`src/rtl/call_scheduler.sv`:
```
//------------------------------------------------------------------------------
// call_scheduler : SCAN elevator call scheduler (IDLE/MOVE/STOP) with alarm hold.
// Optional macro SCHED_DWELL_RESTART_EN: same-floor call in STOP restarts dwell.
// Revision: 1.0
//------------------------------------------------------------------------------
`default_nettype none

module call_scheduler #(
    parameter int N_FLOORS   = 4,
    parameter int DOOR_TICKS = 8,
    parameter int MOVE_TICKS = 4
) (
    input  logic                        clk,
    input  logic                        reset,
    input  logic                        alarm,
    input  logic [N_FLOORS-1:0]         call_req,
    output logic                        door,
    output logic                        motor_up,
    output logic                        motor_down,
    output logic [$clog2(N_FLOORS)-1:0] floor,
    output logic [N_FLOORS-1:0]         pending
);

    localparam int FW   = $clog2(N_FLOORS);
    localparam int MAXT = (DOOR_TICKS > MOVE_TICKS) ? DOOR_TICKS : MOVE_TICKS;
    localparam int CW   = (MAXT > 1) ? $clog2(MAXT) : 1;
    localparam logic [FW-1:0] C_TOP       = FW'(N_FLOORS - 1);
    localparam logic [CW-1:0] C_MOVE_LOAD = CW'(MOVE_TICKS - 1);
    localparam logic [CW-1:0] C_DOOR_LOAD = CW'(DOOR_TICKS - 1);

    typedef enum logic [1:0] {
        S_IDLE = 2'd0,
        S_MOVE = 2'd1,
        S_STOP = 2'd2
    } state_t;

    state_t          r_state;
    logic            r_dir;
    logic [CW-1:0]   r_cnt;

    logic [N_FLOORS-1:0] w_here_mask;
    logic [N_FLOORS-1:0] w_arr_mask;
    logic [N_FLOORS-1:0] w_req_eff;
    logic [N_FLOORS-1:0] w_pend_nx;
    logic [FW-1:0]       w_step_floor;
    logic                w_can_step;
    logic                w_arr_hit;
    logic                w_dir_here;
    logic                w_dir_step;
    logic                w_restart;

    // Keep direction while a call lies beyond f in that direction, else reverse.
    function automatic logic scan_dir(input logic [N_FLOORS-1:0] p,
                                      input logic [FW-1:0] f,
                                      input logic d);
        logic above;
        logic below;
        above = 1'b0;
        below = 1'b0;
        for (int i = 0; i < N_FLOORS; i++) begin
            if (p[i] && (i > int'(f))) above = 1'b1;
            if (p[i] && (i < int'(f))) below = 1'b1;
        end
        return d ? above : ~below;
    endfunction

    always_comb begin
        w_here_mask        = '0;
        w_here_mask[floor] = 1'b1;
        w_req_eff    = (r_state == S_MOVE) ? call_req : (call_req & ~w_here_mask);
        w_pend_nx    = pending | w_req_eff;
        w_can_step   = r_dir ? (floor != C_TOP) : (floor != '0);
        w_step_floor = r_dir ? (floor + 1'b1) : (floor - 1'b1);
        w_arr_mask   = '0;
        if (w_can_step) w_arr_mask[w_step_floor] = 1'b1;
        w_arr_hit    = (w_pend_nx & w_arr_mask) != '0;
        w_dir_here   = scan_dir(w_pend_nx, floor, r_dir);
        w_dir_step   = scan_dir(w_pend_nx, w_step_floor, r_dir);
    end

`ifdef SCHED_DWELL_RESTART_EN
    assign w_restart = call_req[floor];
`else
    assign w_restart = 1'b0;
`endif

    always_ff @(posedge clk or posedge reset) begin
        if (reset) begin
            r_state    <= S_IDLE;
            floor      <= '0;
            r_dir      <= 1'b1;
            pending    <= '0;
            r_cnt      <= '0;
            door       <= 1'b0;
            motor_up   <= 1'b0;
            motor_down <= 1'b0;
        end else begin
            pending <= w_pend_nx;
            case (r_state)
                S_IDLE: begin
                    if ((w_pend_nx != '0) && !alarm) begin
                        r_state    <= S_MOVE;
                        r_dir      <= w_dir_here;
                        r_cnt      <= C_MOVE_LOAD;
                        door       <= 1'b1;
                        motor_up   <= w_dir_here;
                        motor_down <= ~w_dir_here;
                    end
                end
                S_MOVE: begin
                    if (alarm) begin
                        motor_up   <= 1'b0;
                        motor_down <= 1'b0;
                    end else if (r_cnt != '0) begin
                        r_cnt      <= r_cnt - 1'b1;
                        motor_up   <= r_dir;
                        motor_down <= ~r_dir;
                    end else if (w_arr_hit) begin
                        floor      <= w_step_floor;
                        pending    <= w_pend_nx & ~w_arr_mask;
                        r_state    <= S_STOP;
                        r_cnt      <= C_DOOR_LOAD;
                        door       <= 1'b0;
                        motor_up   <= 1'b0;
                        motor_down <= 1'b0;
                    end else if (w_can_step) begin
                        floor      <= w_step_floor;
                        r_dir      <= w_dir_step;
                        r_cnt      <= C_MOVE_LOAD;
                        motor_up   <= w_dir_step;
                        motor_down <= ~w_dir_step;
                    end else begin
                        // Unreachable while SCAN holds; turn around rather than pass a bound.
                        r_dir      <= ~r_dir;
                        r_cnt      <= C_MOVE_LOAD;
                        motor_up   <= ~r_dir;
                        motor_down <= r_dir;
                    end
                end
                S_STOP: begin
                    if (w_restart) begin
                        r_cnt <= C_DOOR_LOAD;
                    end else if (!alarm) begin
                        if (r_cnt != '0) begin
                            r_cnt <= r_cnt - 1'b1;
                        end else if (w_pend_nx != '0) begin
                            r_state    <= S_MOVE;
                            r_dir      <= w_dir_here;
                            r_cnt      <= C_MOVE_LOAD;
                            door       <= 1'b1;
                            motor_up   <= w_dir_here;
                            motor_down <= ~w_dir_here;
                        end else begin
                            r_state <= S_IDLE;
                        end
                    end
                end
                default: r_state <= S_IDLE;
            endcase
        end
    end

endmodule

`default_nettype wire
```
`config.mk`:
```
export PLATFORM = sky130hd
export DESIGN_NAME = call_scheduler
export DESIGN_NICKNAME = d
export VERILOG_FILES = /design/src/rtl/call_scheduler.sv
export SDC_FILE = /design/constraint.sdc
export NUM_CORES = 1
export LEC_CHECK = 0
export CORE_ASPECT_RATIO = 1.4
export CORE_MARGIN = 4
export CORE_UTILIZATION = 35
export DETAILED_ROUTE_END_ITERATION = 10
export GPL_ROUTABILITY_DRIVEN = 0
export PLACE_DENSITY = 0.66
export SYNTH_ARGS = -nofsm -noshare
export SYNTH_HDL_FRONTEND = slang
export SYNTH_SLANG_ARGS = --single-unit
export TNS_END_PERCENT = 50
```
`constraint.sdc`:
```
create_clock -name clk -period 4.93 [get_ports clk]
set_clock_uncertainty 0.1 [all_clocks]
set_input_delay 0.7395 -clock clk [delete_from_list [all_inputs] [get_ports clk]]
set_output_delay 0.7395 -clock clk [all_outputs]
set_load 0.02 [all_outputs]
```
; ---- Word level (Yosys, flattened, before mapping)
; Index checks and enable logic that the tools add are counted.
[totals]
register_bits = 15
wordCells = 155
inputBits = 7
[op_classes]
magnitude_cmp = 16
addsub = 3
bitwise_logic = 13
reduce_logical = 29
n_mux = 74
n_eq_ne = 12
[op_table]
columns = op, n
row1 = 1-bit 2-to-1 mux, 44
row2 = 4-bit 2-to-1 mux, 6
row3 = 3-bit 2-to-1 mux, 7
row4 = 2-bit 2-to-1 mux, 9
row5 = 2-bit inequality test (second input constant), 9
row6 = 8-bit AND reduction, 2
row7 = 1-bit logical AND, 15
row8 = 4-bit AND, 3
row9 = 1-bit case mux with 3 select lines, 4
row10 = 5-bit AND reduction, 2
row11 = 3-bit case mux with 3 select lines, 1
row12 = 2-bit greater-than comparator (first input constant), 4
row13 = 1-bit by 2-bit less-than comparator with 1-bit output (first input constant), 4
row14 = 4-bit inverter, 2
row15 = 4-bit nonzero test, 2
row16 = 1-bit inverter, 7
row17 = 2-bit by 3-bit less-than comparator with 1-bit output (second input constant), 2
row18 = 2-bit case mux with 3 select lines, 1
row19 = 6-bit AND reduction, 1
row20 = 3-bit nonzero test, 2
row21 = 1-bit demux with 2-bit select, 2
row22 = 2-bit by 1-bit >= comparator with 1-bit output (second input constant), 2
row23 = 1-bit by 2-bit greater-than comparator with 1-bit output (first input constant), 2
row24 = 2-bit less-than comparator (first input constant), 2
row25 = 11 further kinds, 12

; ---- Depth between registers and ports, before layout
; Gate-level depths: netlist (run 1).
[logic_depth]
word_depth = 20
ltp_mapped = 9
ltp_nobuf = 9

; ---- Worst setup path after synthesis (run 1)
; OpenSTA, ideal clock, no wires.
[synth_path]
kind = flip-flop to flip-flop
start = register floor[0]
end = register r_state[0]
setup_time_ps = 128
t_required_ps = 4702
arrival_ps = 2416
stages_incl_launch_ff = 8
slack_ps = 2287
period_less_slack_ps = 2643
cell_sequence = dfrtp_1 inv_2 ha_1 xnor2_2 mux2_2 a2bb2oi_4 a21oi_1 mux2_1
[synth_via]
elab_chain_len = 13
[synth_rtl]
columns = item, line_no
row1 = start: declaration, 20  ; output logic [$clog2(N_FLOORS)-1:0] floor,
row2 = start signal: assignment, 119  ; floor <= w_step_floor;
row3 = start signal: assignment, 127  ; floor <= w_step_floor;
row4 = "parallel branches: the longest is 13 deep, another holds 2-bit by 3-bit less-than comparator with 1-bit output", --
row5 = end signal: assignment, 102  ; r_state <= S_MOVE;
row6 = end signal: assignment, 147  ; r_state <= S_MOVE;
row7 = end signal: assignment, 154  ; r_state <= S_IDLE;
row8 = end: declaration, 37  ; state_t r_state;
; Several ways; the timed one is not identified. The select of a mux whose other input is x is not followed.
; A chain may end at the register's enable or synchronous reset.

; ---- Worst setup path in the final report (run 1)
; Same ends and word-level chain as after synthesis.

==> metrics, run 1 <==
DRC viols=0; final setup violation count=0; average size of a mapped cell=a little under 9 um^2; Seq/Total Area, Yosys=0.303; EDFF count, synth=0; Worst EP required=around 5 ns; Slew Limit Fails=0; HPWL after DPL=about 2.3 mm; CP startpoint kind=register; first-pass GRT wire length=around 5.1 mm; vias per inst=about 5.7; Worst setup EP type=register; Final #Nets=177; Post-CTS Setup Bufs=0; initial antenna violation count=0; I/O Pins=16; Critical Path AT=between 2 and 3 ns; Die ar.=around 4600 um^2; Leakage=0.620 nW; critical path launch point=floor[0]; port bufs=15; vias in the first global route=about 1200; power density over the cells=705 nW/um^2; total number of vias=roughly 1100; initial cell density of the core=0.364; Root Buffer Master=clkbuf_8; CTS Hold Buffers Added=0; Critical Setup Path Class=register to register; TritonCTS Sinks=15; maximum capacitance violations=0; H-tree depth=1; Fin Hold WS=~0.42 ns; worst r2r src=floor[0]; VDD IR max=between 0.0003 and 0.0004 V; TNS Setup=0 ns; highest signal layer in the routed design=met4; Synth cell types=47; die height=about 78 um; largest net degree at the start of global routing=18; most common flop cell mapped by yosys=dfrtp_1; ys async rst share=1.00; Post-CTS Resized=0; DR WL met3=between 60 and 70 um; First DRT Iteration DRCs=68; TritonCTS clock tree=yes; f_max=around 0.37 GHz; Syn Inst Count=140; drt pass-1 iters=4; Routed Antenna Nets=0; hold path startpoint=motor_up; clk_lat worst skew=about 0.24 ns; run status=finished, final reports clean; cell area after synthesis=1240 um^2; number of synthesized register bits=15; row cnt=25; Syn Nets=159; Yosys Warn Count=0; cts bufs inserted=3; Core Footprint=3410 um^2; DRT met1 WL=1.20 mm; clock-pin slew on the worst setup and hold paths=about 0.06 ns; Worst-Margin Slew=~0.61 ns; Routed wire per std cell=approximately 15 um; ratio of cells with drive above 1 in the final layout=0.0955; GRT Util Overall=0.141; Bufs on Longest Clock Path=2; Die W=58.4 um; maximum fanout along the worst path=11; post-layout min period=about 2.7 ns; P&R area growth vs syn=18.8%; WL met2=between 1.5 and 2 mm; RSZ-0062 raised after global routing=false; headroom to the max-slew limit=0.589; final WL=roughly 2.9 mm; n_diodes=0; post-route clock period utilization=0.552; worst min path class=register to register; grt ovf=0; Fin. Hold Viols=0
==> where the power goes <==
| part | internal (mW) | leakage [nW] | switching [mW] |
|---|---|---|---|
| clock network | 0.0572 | 0.0228 | 0.0431 |
| logic | 0.309 | 0.434 | 0.395 |
| registers | 0.178 | 0.163 | 0.0589 |
==> cell usage in the layout, fill, tap and decap left out, types with 2 or more instances in the layout <==
master / instances
a2111oi_2: 2
a21o_1: 2
a21oi_1: 13
a21oi_2: 3
a31oi_1: 2
clkbuf_8: 3
clkdlybuf4s50_1: 15
dfrtp_1: 14
ha_1: 12
inv_1: 10
mux2i_1: 3
nand2_1: 6
nand2b_1: 5
nand3_1: 2
nor2_1: 17
nor3_1: 2
nor3b_1: 2
o21ai_0: 8
o21ai_1: 4
o22a_1: 3
o32ai_1: 2
==> critical path: stages (launching register included) <==
cell and delay, ns:
dfrtp_1 0.48, inv_2 0.16, ha_1 0.41, xnor2_2 0.33, mux2_2 0.40, a2bb2oi_4 0.20, a21oi_1 0.18, mux2_1 0.33
==> layer usage <==
layer	vias to the layer above	GRT usage
met2	19	0.263
met4	0	0.0580
li1	547	-
met3	5	0.0164
met5	-	0
met1	559	0.154
==> metrics by stage <==
step           setup slack, ns  std cells  area, um^2  power [mW]   util
6_report                  2.21        197        1480        1.04  0.433
3_5_place_dp              2.22        193        1430       0.936  0.420
4_1_cts                   2.21        197        1480        1.04  0.433
5_1_grt                   2.05        197        1480        1.15  0.433
3_3_place_gp              2.26        193        1430       0.920  0.420
2_1_floorplan             2.29        140        1240       0.773      -
==> cell families (layout without fill, tap and decap cells) <==
family | Yosys count | in the layout | synth area share
buf+inv | 13 | 30 | 0.0423
mux | 5 | 5 | 0.0423
xor+xnor | 2 | 2 | 0.0201
simple gates | 40 | 40 | 0.155
compound gates | 53 | 53 | 0.316
flops | 15 | 15 | 0.303
fa+ha+maj | 12 | 12 | 0.121
==> flip-flops by register name, indices dropped and copies added (netlist names) <==
name,cells
motor_down,1
r_dir,1
floor,2
r_cnt,3
pending,4
motor_up,1
door,1
r_state,2
==> cell type report <==
type	count	area [um^2]
multi-input cells	112	813
flip-flops and latches	15	377
inverters	11	41.3
clock buffers	4	45.0
fillers	324	1930
repair buffers	15	150
well taps	40	50.0
==> synth_stat cells (3+ instances only) <==
cell type | instances | area (um^2)
nor2_1 | 17 | 63.8
dfrtp_1 | 14 | 350
a21oi_1 | 13 | 65.1
ha_1 | 12 | 150
inv_1 | 10 | 37.5
o21ai_0 | 8 | 40.0
nand2_1 | 6 | 22.5
nand2b_1 | 5 | 31.3
o21ai_1 | 4 | 20.0
a21oi_2 | 3 | 26.3
mux2i_1 | 3 | 30.0
o22a_1 | 3 | 26.3
==> worst paths after layout <==
check / slack (ns) / depth (start not counted) / end
hold / removal: 0.42 / 2 / motor_up
setup / recovery: 2.21 / 7 / r_state[0]
max in group asynchronous: 3.61 / 2 / r_dir
min in group asynchronous: 0.75 / 2 / floor[0]
hold reg to reg: 0.42 / 2 / motor_up
setup reg to reg: 2.21 / 7 / r_state[0]
No activity file was read; power rests on OpenSTA's default activity.
==> run 2, diff against run 1 <==
Settings changed: PLACE_DENSITY 0.66 to 0.68.
Clock period 4.93 ns to 2.48 ns, I/O delays scaled along.
==> run 2 against run 1 <==
  * Cell area is 7.9% higher
  * Setup slack got worse by 2.1 ns
  * Combinational power up 130%
  * Critical path type unchanged
  * Largest power group unchanged
  * Maximum frequency increased by 16%
  * Global-route usage is 0.72 points higher
  * Critical endpoint unchanged
  * Non-clock buffer count grew 7
  * Routed wire length up 7.4%
  * Critical path depth grew 1
==> metrics, run 2 (synthesized netlist as in run 1, its figures left out) <==
multi-input logic area=roughly 870 um^2; clk_lat worst skew=~0.25 ns; n_diodes=0; Root Buffer Master=clkbuf_8; headroom to the max-slew limit=0.582; vias per inst=between 5 and 6; initial antenna violation count=0; CP startpoint kind=register; worst r2r src=floor[1]; Critical Path AT=around 2.4 ns; HPWL after DPL=2.37 mm; Final #Nets=around 180; sequential cell area=~380 um^2; ratio of cells with drive above 1 in the final layout=0.183; total number of vias=~1200; Worst EP required=2.51 ns; Die W=around 58 um; DRC viols=0; VDD IR max=a little over 0.0007 V; final setup violation count=0; f_max=0.424 GHz; Core Footprint=approximately 3400 um^2; first-pass GRT wire length=~5.3 mm; die height=approximately 78 um; Slew Limit Fails=0; Bufs on Longest Clock Path=2; drt pass-1 iters=4; Leakage=roughly 0.65 nW; TNS Setup=0 ns; First DRT Iteration DRCs=21; vias in the first global route=about 1100; maximum fanout along the worst path=8; max reg flops=4; non-filler cells, final=between 200 and 250; initial cell density of the core=0.364; FF-to-FF End=r_state[0]; Net Sw Power=about 1.1 mW; R2R setup slack=roughly 0.12 ns; Logic pwr share=0.714; RSZ-0062 raised after global routing=false; Clock Power Share=0.090; GRT Util Overall=0.148; cts bufs inserted=3; reg2reg path depth=8; I/O Pins=16; power density over the cells=about 1400 nW/um^2; port bufs=15; Critical Setup Path Class=register to register; Die ar.=4580 um^2; most frequent cells in the layout=17 x nor2_1, 15 x clkdlybuf4s50_1, 12 x a21oi_1, 11 x dfrtp_1, 10 x inv_1; final WL=3.12 mm; Pint=approximately 1.2 mW; maximum capacitance violations=0; post-layout min period=between 2 and 2.5 ns; Worst-Margin Slew=around 0.63 ns; TritonCTS Sinks=15; post-route clock period utilization=0.950; P&R area growth vs syn=28.2%; fillers=330; row cnt=25; run status=finished, final reports clean; TritonCTS clock tree=yes; worst min path class=input pin to asynchronous set/reset pin; biggest regs=pending (4), r_cnt (3); post-route setup slack=between 0.1 and 0.15 ns; most common cell after layout, fill and taps aside=nor2_1; largest net degree at the start of global routing=16; H-tree depth=1; Worst setup EP type=register; Flop pwr share=0.196; dpl cells=200; Routed Antenna Nets=0; Fin. Hold Viols=0; clock-pin slew on the worst setup and hold paths=0.07 ns; Routed wire per std cell=15.3 um; switching part of the total power=0.469; Reg with most FFs=pending; grt ovf=0; dpl ws=around 0.044 ns
run 2: changes by cell type in the layout (fill, tap and decap cells not counted), moves of 2 or more:
cell	before	now
ha_1	12	9
dfrtp_2	0	3
a21oi_4	0	3
ha_4	0	2
a21oi_2	3	1
buf_4	0	7
dfrtp_1	14	11
run 2: power groups by stage:
stage	Sequential (mW)	Combinational [mW]	Clock, mW
global route	0.461	1.81	0.221
global placement	0.437	1.55	0
detailed placement	0.441	1.59	0
finish	0.450	1.64	0.206
CTS	0.439	1.60	0.212
floorplan	0.494	1.07	0
run 2: worst max-delay path by stage:
stage	startpoint	end	slack, ns
2_1_floorplan	floor[0]	r_state[0]	0.08
3_3_place_gp	floor[0]	motor_down	0.12
3_5_place_dp	floor[0]	motor_down	0.04
4_1_cts	floor[0]	motor_down	0.02
5_1_grt	floor[0]	motor_down	0.0007
6_report	floor[1]	r_state[0]	0.12
run 2: repair_timing:
item | CTS | global route
setup endpoints to repair | 0 | 5
hold buffers | 0 | 0
gates resized for setup | 0 | 10
setup buffers | 0 | 0
run 2: final cells by class:
| class | count | area share |
|---|---|---|
| Sequential cell | 15 | 0.239 |
| Inverter | 11 | 0.0275 |
| Tap cell | 40 | 0.0314 |
| Clock buffer | 4 | 0.0283 |
| Multi-Input combinational cell | 112 | 0.547 |
| Timing Repair Buffer | 22 | 0.127 |
run 2: layer usage:
metal	global-route usage	share of wire
met5	0	0
met3	0.0197	0.029
met1	0.180	0.43
met4	0.0487	0.013
met2	0.261	0.53
run 2: through the flow:
step	hold slack [ns]	power (mW)	cell area, um^2	utilization
final	0.391	2.30	1590	0.467
after global routing	0.460	2.50	1590	0.467
after CTS	0.420	2.26	1540	0.453
after detailed placement	0.405	2.03	1500	0.440
after global placement	0.403	1.99	1500	0.440
after floorplan	0.173	1.57	1260	-
run 2: critical path: stages (launching register included):
cell and delay, ns:
dfrtp_2 0.40, inv_1 0.16, ha_4 0.25, xnor2_2 0.15, buf_4 0.16, mux2i_1 0.29, a2bb2oi_4 0.13, a21oi_1 0.22
mux2_1 0.36
==> run 3, diff against run 2 <==
Settings changed: PLACE_DENSITY 0.68 to 0.66.
Clock period 2.48 ns to 2.9 ns, I/O delays scaled along.
==> run 3 against run 2 <==
  * Register-to-register slack improved by 0.11 ns
  * Combinational power decreased by 25%
  * Flip-flop and latch count unchanged
  * Routed wire length decreased by 4.5%
  * Global-route usage decreased by 0.69 points
  * Sequential power decreased by 13%
  * Setup slack improved by 0.11 ns
  * Via count decreased by 2.6%
  * Sequential share of layout area increased by 1.4 points
  * Largest cell class unchanged
==> metrics, run 3 (synthesized netlist as in run 1, its figures left out) <==
Die ar.=approximately 4600 um^2; Final #Nets=~180; worst r2r src=floor[1]; most common cell after layout, fill and taps aside=nor2_1; H-tree depth=1; Critical Setup Path Class=register to register; port bufs=15; die height=approximately 78 um; Worst-Margin Slew=~0.62 ns; VDD IR max=roughly 0.00057 V; vias per inst=5.63; post-route clock period utilization=0.919; ratio of cells with drive above 1 in the final layout=0.107; Root Buffer Master=clkbuf_8; Core Footprint=3410 um^2; total number of vias=1120; max reg flops=4; Die W=58.4 um; GRT Util Overall=0.141; Leakage=roughly 0.63 nW; Post-CTS Setup Bufs=0; Routed wire per std cell=about 15 um; dpl ws=0.277 ns; vias in the first global route=1175; reg2reg path depth=7; TNS Setup=0 ns; first-pass GRT wire length=between 5 and 6 mm; clock-pin slew on the worst setup and hold paths=around 0.060 ns; CTS Hold Buffers Added=0; Fin. Hold Viols=0; Reg with most FFs=pending; Worst setup EP type=register; I/O Pins=16; CP startpoint kind=register; Routed Antenna Nets=0; Bufs on Longest Clock Path=2; P&R area growth vs syn=20.0%; run status=finished, final reports clean; fillers=roughly 330; Slew Limit Fails=0; Post-CTS Resized=0; maximum fanout along the worst path=8; hold endpoint=motor_down; Worst EP required=2.93 ns; Fin Hold WS=just over 0.4 ns; initial cell density of the core=0.364; RSZ-0062 raised after global routing=false; largest net degree at the start of global routing=16; f_max=about 0.38 GHz; TritonCTS Sinks=15; power density over the cells=~1200 nW/um^2; drt pass-1 iters=4; final WL=around 3.0 mm; initial antenna violation count=0; cts bufs inserted=3; First DRT Iteration DRCs=16; R2R setup slack=roughly 0.24 ns; grt ovf=0; Worst Hold Depth=1; final setup violation count=0; most frequent cells in the layout=17 x nor2_1, 15 x clkdlybuf4s50_1, 14 x dfrtp_1, 13 x a21oi_1, 12 x ha_1; Critical Path AT=between 2 and 3 ns; clk_lat worst skew=about 0.25 ns; HPWL after DPL=between 2 and 2.5 mm; TritonCTS clock tree=yes; n_diodes=0; DRC viols=0; biggest regs=pending (4), r_cnt (3); row cnt=25; hold path startpoint=motor_down; maximum capacitance violations=0; post-route setup slack=about 0.24 ns; post-layout min period=2.66 ns; FF-to-FF End=r_state[0]; headroom to the max-slew limit=0.585; worst min path class=register to register
==> run 3: cell count changes in the layout (fill, tap and decap cells not counted), sizes merged <==
cell | before | now
buf | 7 | 2
==> run 3: layer usage <==
layer  vias up  wire, um  global-route usage  part of all wire
met5         -         0                   0                 0
met2        22      1620               0.262              0.54
met1       546      1240               0.157              0.42
met3         4        85              0.0181             0.029
li1        548         -                   -                 -
met4         0        30              0.0534             0.010
==> run 3: layout make-up <==
type | count | area, um^2 | share of cell area
timing repair buffer | 17 | 165 | 0.111
multi-input combinational | 112 | 813 | 0.545
tap | 40 | 50.0 | 0.0336
inverter | 11 | 41.3 | 0.0277
sequential | 15 | 377 | 0.253
clock buffer | 4 | 45.0 | 0.0302
==> run 3: power by group <==
part / internal [mW] / switching, mW / total, mW
clock network: 0.0974 / 0.0744 / 0.172
registers: 0.303 / 0.0881 / 0.391
logic: 0.540 / 0.693 / 1.23
==> run 3: per-stage QoR <==
stage          utilization  area, um^2  cells  total power, mW
4_1_cts              0.437        1490    199             1.80
3_3_place_gp         0.424        1450    195             1.59
6_report             0.437        1490    199             1.80
2_1_floorplan            -        1240    140             1.31
5_1_grt              0.437        1490    199             1.97
3_5_place_dp         0.424        1450    195             1.61
==> run 3: worst max-delay path: stages, from the launching register on <==
cell and delay, ns:
dfrtp_1 0.46, inv_1 0.14, ha_1 0.39, xnor2_2 0.34, mux2_2 0.40, a2bb2oi_4 0.20, a21oi_1 0.18, mux2_1 0.33
==> run 3: how the worst max path moves through the flow <==
| stage | start | end | slack [ns] | cells past startpoint |
|---|---|---|---|---|
| 2_1_floorplan | floor[0] | r_state[0] | 0.26 | 7 |
| 3_3_place_gp | floor[1] | r_state[0] | 0.38 | 7 |
| 3_5_place_dp | floor[1] | r_state[0] | 0.28 | 7 |
| 4_1_cts | floor[1] | r_state[0] | 0.24 | 7 |
| 5_1_grt | floor[1] | r_state[0] | 0.08 | 7 |
| 6_report | floor[1] | r_state[0] | 0.24 | 7 |
==> patch 1 (config.mk and constraints of run 1) <==
Encoding of `state_t`: now one-hot (3 bits for 3 states).
--- a/src/rtl/call_scheduler.sv
+++ b/src/rtl/call_scheduler.sv
@@ -28,10 +28,10 @@
     localparam logic [CW-1:0] C_MOVE_LOAD = CW'(MOVE_TICKS - 1);
     localparam logic [CW-1:0] C_DOOR_LOAD = CW'(DOOR_TICKS - 1);
 
-    typedef enum logic [1:0] {
-        S_IDLE = 2'd0,
-        S_MOVE = 2'd1,
-        S_STOP = 2'd2
+    typedef enum logic [2:0] {
+        S_IDLE = 3'b001,
+        S_MOVE = 3'b010,
+        S_STOP = 3'b100
     } state_t;
 
     state_t          r_state;
Behaviour: no difference found for any inputs over 10 cycles, from zero or initial values and one cycle with reset high; not proved beyond that.
==> patch 1 against run 1 <==
  * Total power decreased by 33%
  * Cell area up 8.4%
  * Combinational power is 49% lower
  * Die area grew 10%
  * Setup slack got worse by 250 ps
  * Synthesized area grew 12%
  * Core utilization decreased by 0.53 points
  * Sequential cell count grew 1
  * Sequential power is 9.3% lower
  * Wire length rose by 15%
  * Largest power group unchanged
==> patch 1: results (changes against run 1) <==
outcome:
  status: "complete, no violations"  # unchanged
sta:
  worst_pin_slew_ps: 641.6  # was 613.0 ps
  holdWs_ps: 395.5  # was 418.4 ps
  max_freq_mhz: 335.9  # was 367.2 MHz
finish:
  top_regs: "pending (4), r_cnt (3), r_state (3)"  # was pending (4), r_cnt (3)
  layout.cells.non_filler: 203  # was 197
  diodes: 0  # unchanged
  drive_above_1_share: 0.1242  # was 0.09554
routing:
  firstDrtPassIters: 4  # unchanged
  routed_via_density: 5.936  # was 5.736
  drt_iter0_drc: 41  # was 68
  routed_wl_um: 3349  # was 2900 um
clock_tree:
  postCtsResizedCells: 0  # unchanged
  path_clk_slew_ps: 70
  cts_root_buffer: "clkbuf_8"  # unchanged
  clk_path_buf_depth: 2  # unchanged
  h-tree-depth: 1  # unchanged
  post_cts_buffers: 0  # unchanged
logic_synthesis:
  synth_area_leaders: "dfrtp_1, ha_1, nor3_4"  # was dfrtp_1, ha_1, a21oi_1
  syn_nets: 164  # was 159
  synth.distinct_cells: 54  # was 47
  synthFlopType: "dfrtp_1"  # unchanged
  async_flop_share: 1.000  # unchanged
  ys_warn_count: 0  # unchanged
  synth_commonest_cells: "nor2_1, dfrtp_1, ha_1"  # was nor2_1, dfrtp_1, a21oi_1
  yosysSeqAreaShare: 0.2898  # was 0.3031
  syn_inst: 149  # was 140
place:
  io_buffers: 15  # unchanged
  place_area_sq_um: 1545  # was 1431 sq um
  dp_hpwl_um: 2612  # was 2255 um
  post-place-ws_ps: 2048  # was 2224 ps
worst_setup_path:
  r2r-end: "motor_down"  # was r_state[0]
  arrival_ps: 3020  # was 2750 ps
  worst_r2r_path_depth: 8  # was 7
  path_class: "flop to flop"  # unchanged
  critical_path.max_fanout: 12  # was 11
power:
  ir_drop_v: 0.0003287  # was 0.0003921 V
  p_leak_nw: 0.6027  # was 0.6198 nW
global_routing:
  grt_use_total: 0.1473  # was 0.1410
  grt_pass1_vias: 1259  # was 1175
  grt_max_degree: 17  # was 18
  grt_pass1_wl_um: 5733  # was 5140 um
  antenna_found_initial: 0  # unchanged
worst_hold_path:
  hp-class: "flop to flop"  # unchanged
  whs_endpoint: "door"  # was motor_up
  worstHoldStart: "door"  # was motor_up
  whs_path_depth: 1  # was 2
patch 1: changes by cell type after synthesis, moves of 3 or more:
cell	delta
a21oi_1	-6
ha_1	-4
inv_1	-3
nand3_1	+4
nor2b_1	+6
nor3_4	+4
o21ai_0	-4
o22a_1	-3
patch 1: final cells by class:
type / count / area [sq um]
repair buffers: 15 / 150.1
fillers: 375 / 2141
multi-input cells: 119 / 913.4
inverters: 7 / 26.28
flip-flops and latches: 16 / 402.9
well taps: 42 / 52.55
clock buffers: 4 / 55.05
patch 1: worst max-delay path, cell delays in order, from the launching register on:
cell	delay (ps)
dfrtp_1	570
inv_1	190
ha_1	380
xnor2_1	460
o31ai_1	200
o21a_1	170
o2bb2ai_1	420
a211oi_1	120
a211o_1	260
patch 1: cells by family (layout without fill, tap and decap cells):
family | count (synthesis) | after routing | synth area share
xor+xnor | 4 | 4 | 0.02521
simple gates | 55 | 55 | 0.2601
compound gates | 46 | 46 | 0.2529
mux | 6 | 6 | 0.04680
buf+inv | 14 | 26 | 0.05311
flops | 16 | 16 | 0.2898
fa+ha+maj | 8 | 8 | 0.07201
patch 1: layer usage:
layer / global-route usage / vias to the layer above / share of wire
li1: - / 580 / -
met1: 0.1804 / 575 / 0.41
met2: 0.2595 / 42 / 0.52
met3: 0.02177 / 8 / 0.044
met4: 0.04338 / 0 / 0.021
met5: 0 / - / 0
patch 1: power breakdown:
| part | internal [mW] | switching [mW] | total [mW] | leakage (nW) |
|---|---|---|---|---|
| combinational | 0.153 | 0.203 | 0.356 | 0.407 |
| clock | 0.0709 | 0.0507 | 0.122 | 0.0288 |
| sequential | 0.165 | 0.0498 | 0.215 | 0.167 |
| total | 0.389 | 0.303 | 0.693 | 0.603 |
==> patch 2 (flow settings as in run 1) <==
Without the edit above. Change the parameter `DOOR_TICKS` from 8 to 32.
--- a/src/rtl/call_scheduler.sv
+++ b/src/rtl/call_scheduler.sv
@@ -7,7 +7,7 @@
 
 module call_scheduler #(
     parameter int N_FLOORS   = 4,
-    parameter int DOOR_TICKS = 8,
+    parameter int DOOR_TICKS = 32,
     parameter int MOVE_TICKS = 4
 ) (
     input  logic                        clk,
Function: no difference found for any inputs over 10 cycles, from zero or initial values and one cycle with reset high; that may be too few to reach the edited logic, so the function may still have changed.
==> patch 2 against run 1 <==
  * Cell area up 12%
  * Combinational power grew 9.1%
  * Final cell count grew 11%
  * Wire length grew 19%
  * Synthesized area up 15%
  * Sequential cell count up 2
  * Setup slack worse by 410 ps
  * Sequential power is 13% higher
  * Non-clock buffer count stayed put
  * Sequential share of layout area is 0.38 points higher
  * Total power increased by 10%
==> patch 2: results (changes against run 1) <==
global_routing:
  grtUsageMet2: 0.2274  # was 0.2629
  use_met3: 0.03251  # was 0.01645
  met1_usage: 0.1958  # was 0.1544
  grt_use_total: 0.1461  # was 0.1410
worst_setup_path:
  crit_family: "compound AO/OA/AOI/OAI gates"  # was multiplexers
  arrival_ps: 3170  # was 2750 ps
  critical_path.max_fanout: 12  # was 11
routing:
  wl_per_cell_um: 15.82  # was 14.72 um
  wl_met3_um: 176  # was 66 um
  m1WireLength_um: 1519  # was 1199 um
place:
  dp_cells: 214  # was 193
  post-place-ws_ps: 1829  # was 2224 ps
  place_area_sq_um: 1602  # was 1431 sq um
outcome:
  status: "complete, no violations"  # unchanged
finish:
  nFillCells: 387  # was 324
  fin_util: 0.4169  # was 0.4330
  drive_above_1_share: 0.08000  # was 0.09554
  layout.nonclk_buf_frac: 0.09112  # was 0.1017
  register_area_sq_um: 426.7  # was 376.6 sq um
  top_regs: "r_cnt (5), pending (4)"  # was pending (4), r_cnt (3)
  multi_input_area_share: 0.5596  # was 0.5508
  nets: 194  # was 177
logic_synthesis:
  synth_area_leaders: "dfrtp_1, ha_1, a21oi_1"  # unchanged
  yosysSeqAreaShare: 0.2983  # was 0.3031
  synthAdderAreaFrac: 0.09624  # was 0.1208
  synth_commonest_cells: "dfrtp_1, nor2_1, inv_1"  # was nor2_1, dfrtp_1, a21oi_1
  muxShareOfSynthArea: 0.01487  # was 0.04230
  synth.distinct_cells: 57  # was 47
power:
  p_leak_nw: 0.6730  # was 0.6198 nW
  ir_drop_v: 0.0003443  # was 0.0003921 V
==> patch 2: power by group <==
group | internal [mW] | total [mW] | switching [mW] | leakage, nW
clock network | 0.0562 | 0.109 | 0.0528 | 0.0255
registers | 0.199 | 0.268 | 0.0690 | 0.194
logic | 0.317 | 0.768 | 0.451 | 0.454
==> patch 2: final timing paths <==
kind,slack [ps],end,depth (start not counted),from
hold reg to reg,430,motor_up,1,motor_up
max in group asynchronous,3490,r_cnt[2],2,reset
min in group asynchronous,790,floor[0],2,reset
hold / removal,430,motor_up,1,motor_up
setup reg to reg,1800,r_state[0],8,floor[0]
setup / recovery,1800,r_state[0],8,floor[0]
==> patch 2: worst register-to-register path: stages, from the launching register on <==
cell      delay (ps)
dfrtp_1          590
inv_1            210
ha_1             500
xor2_1           420
a211oi_1         130
a211oi_1         290
nor2_1           160
a211oi_1         280
mux2_1           340
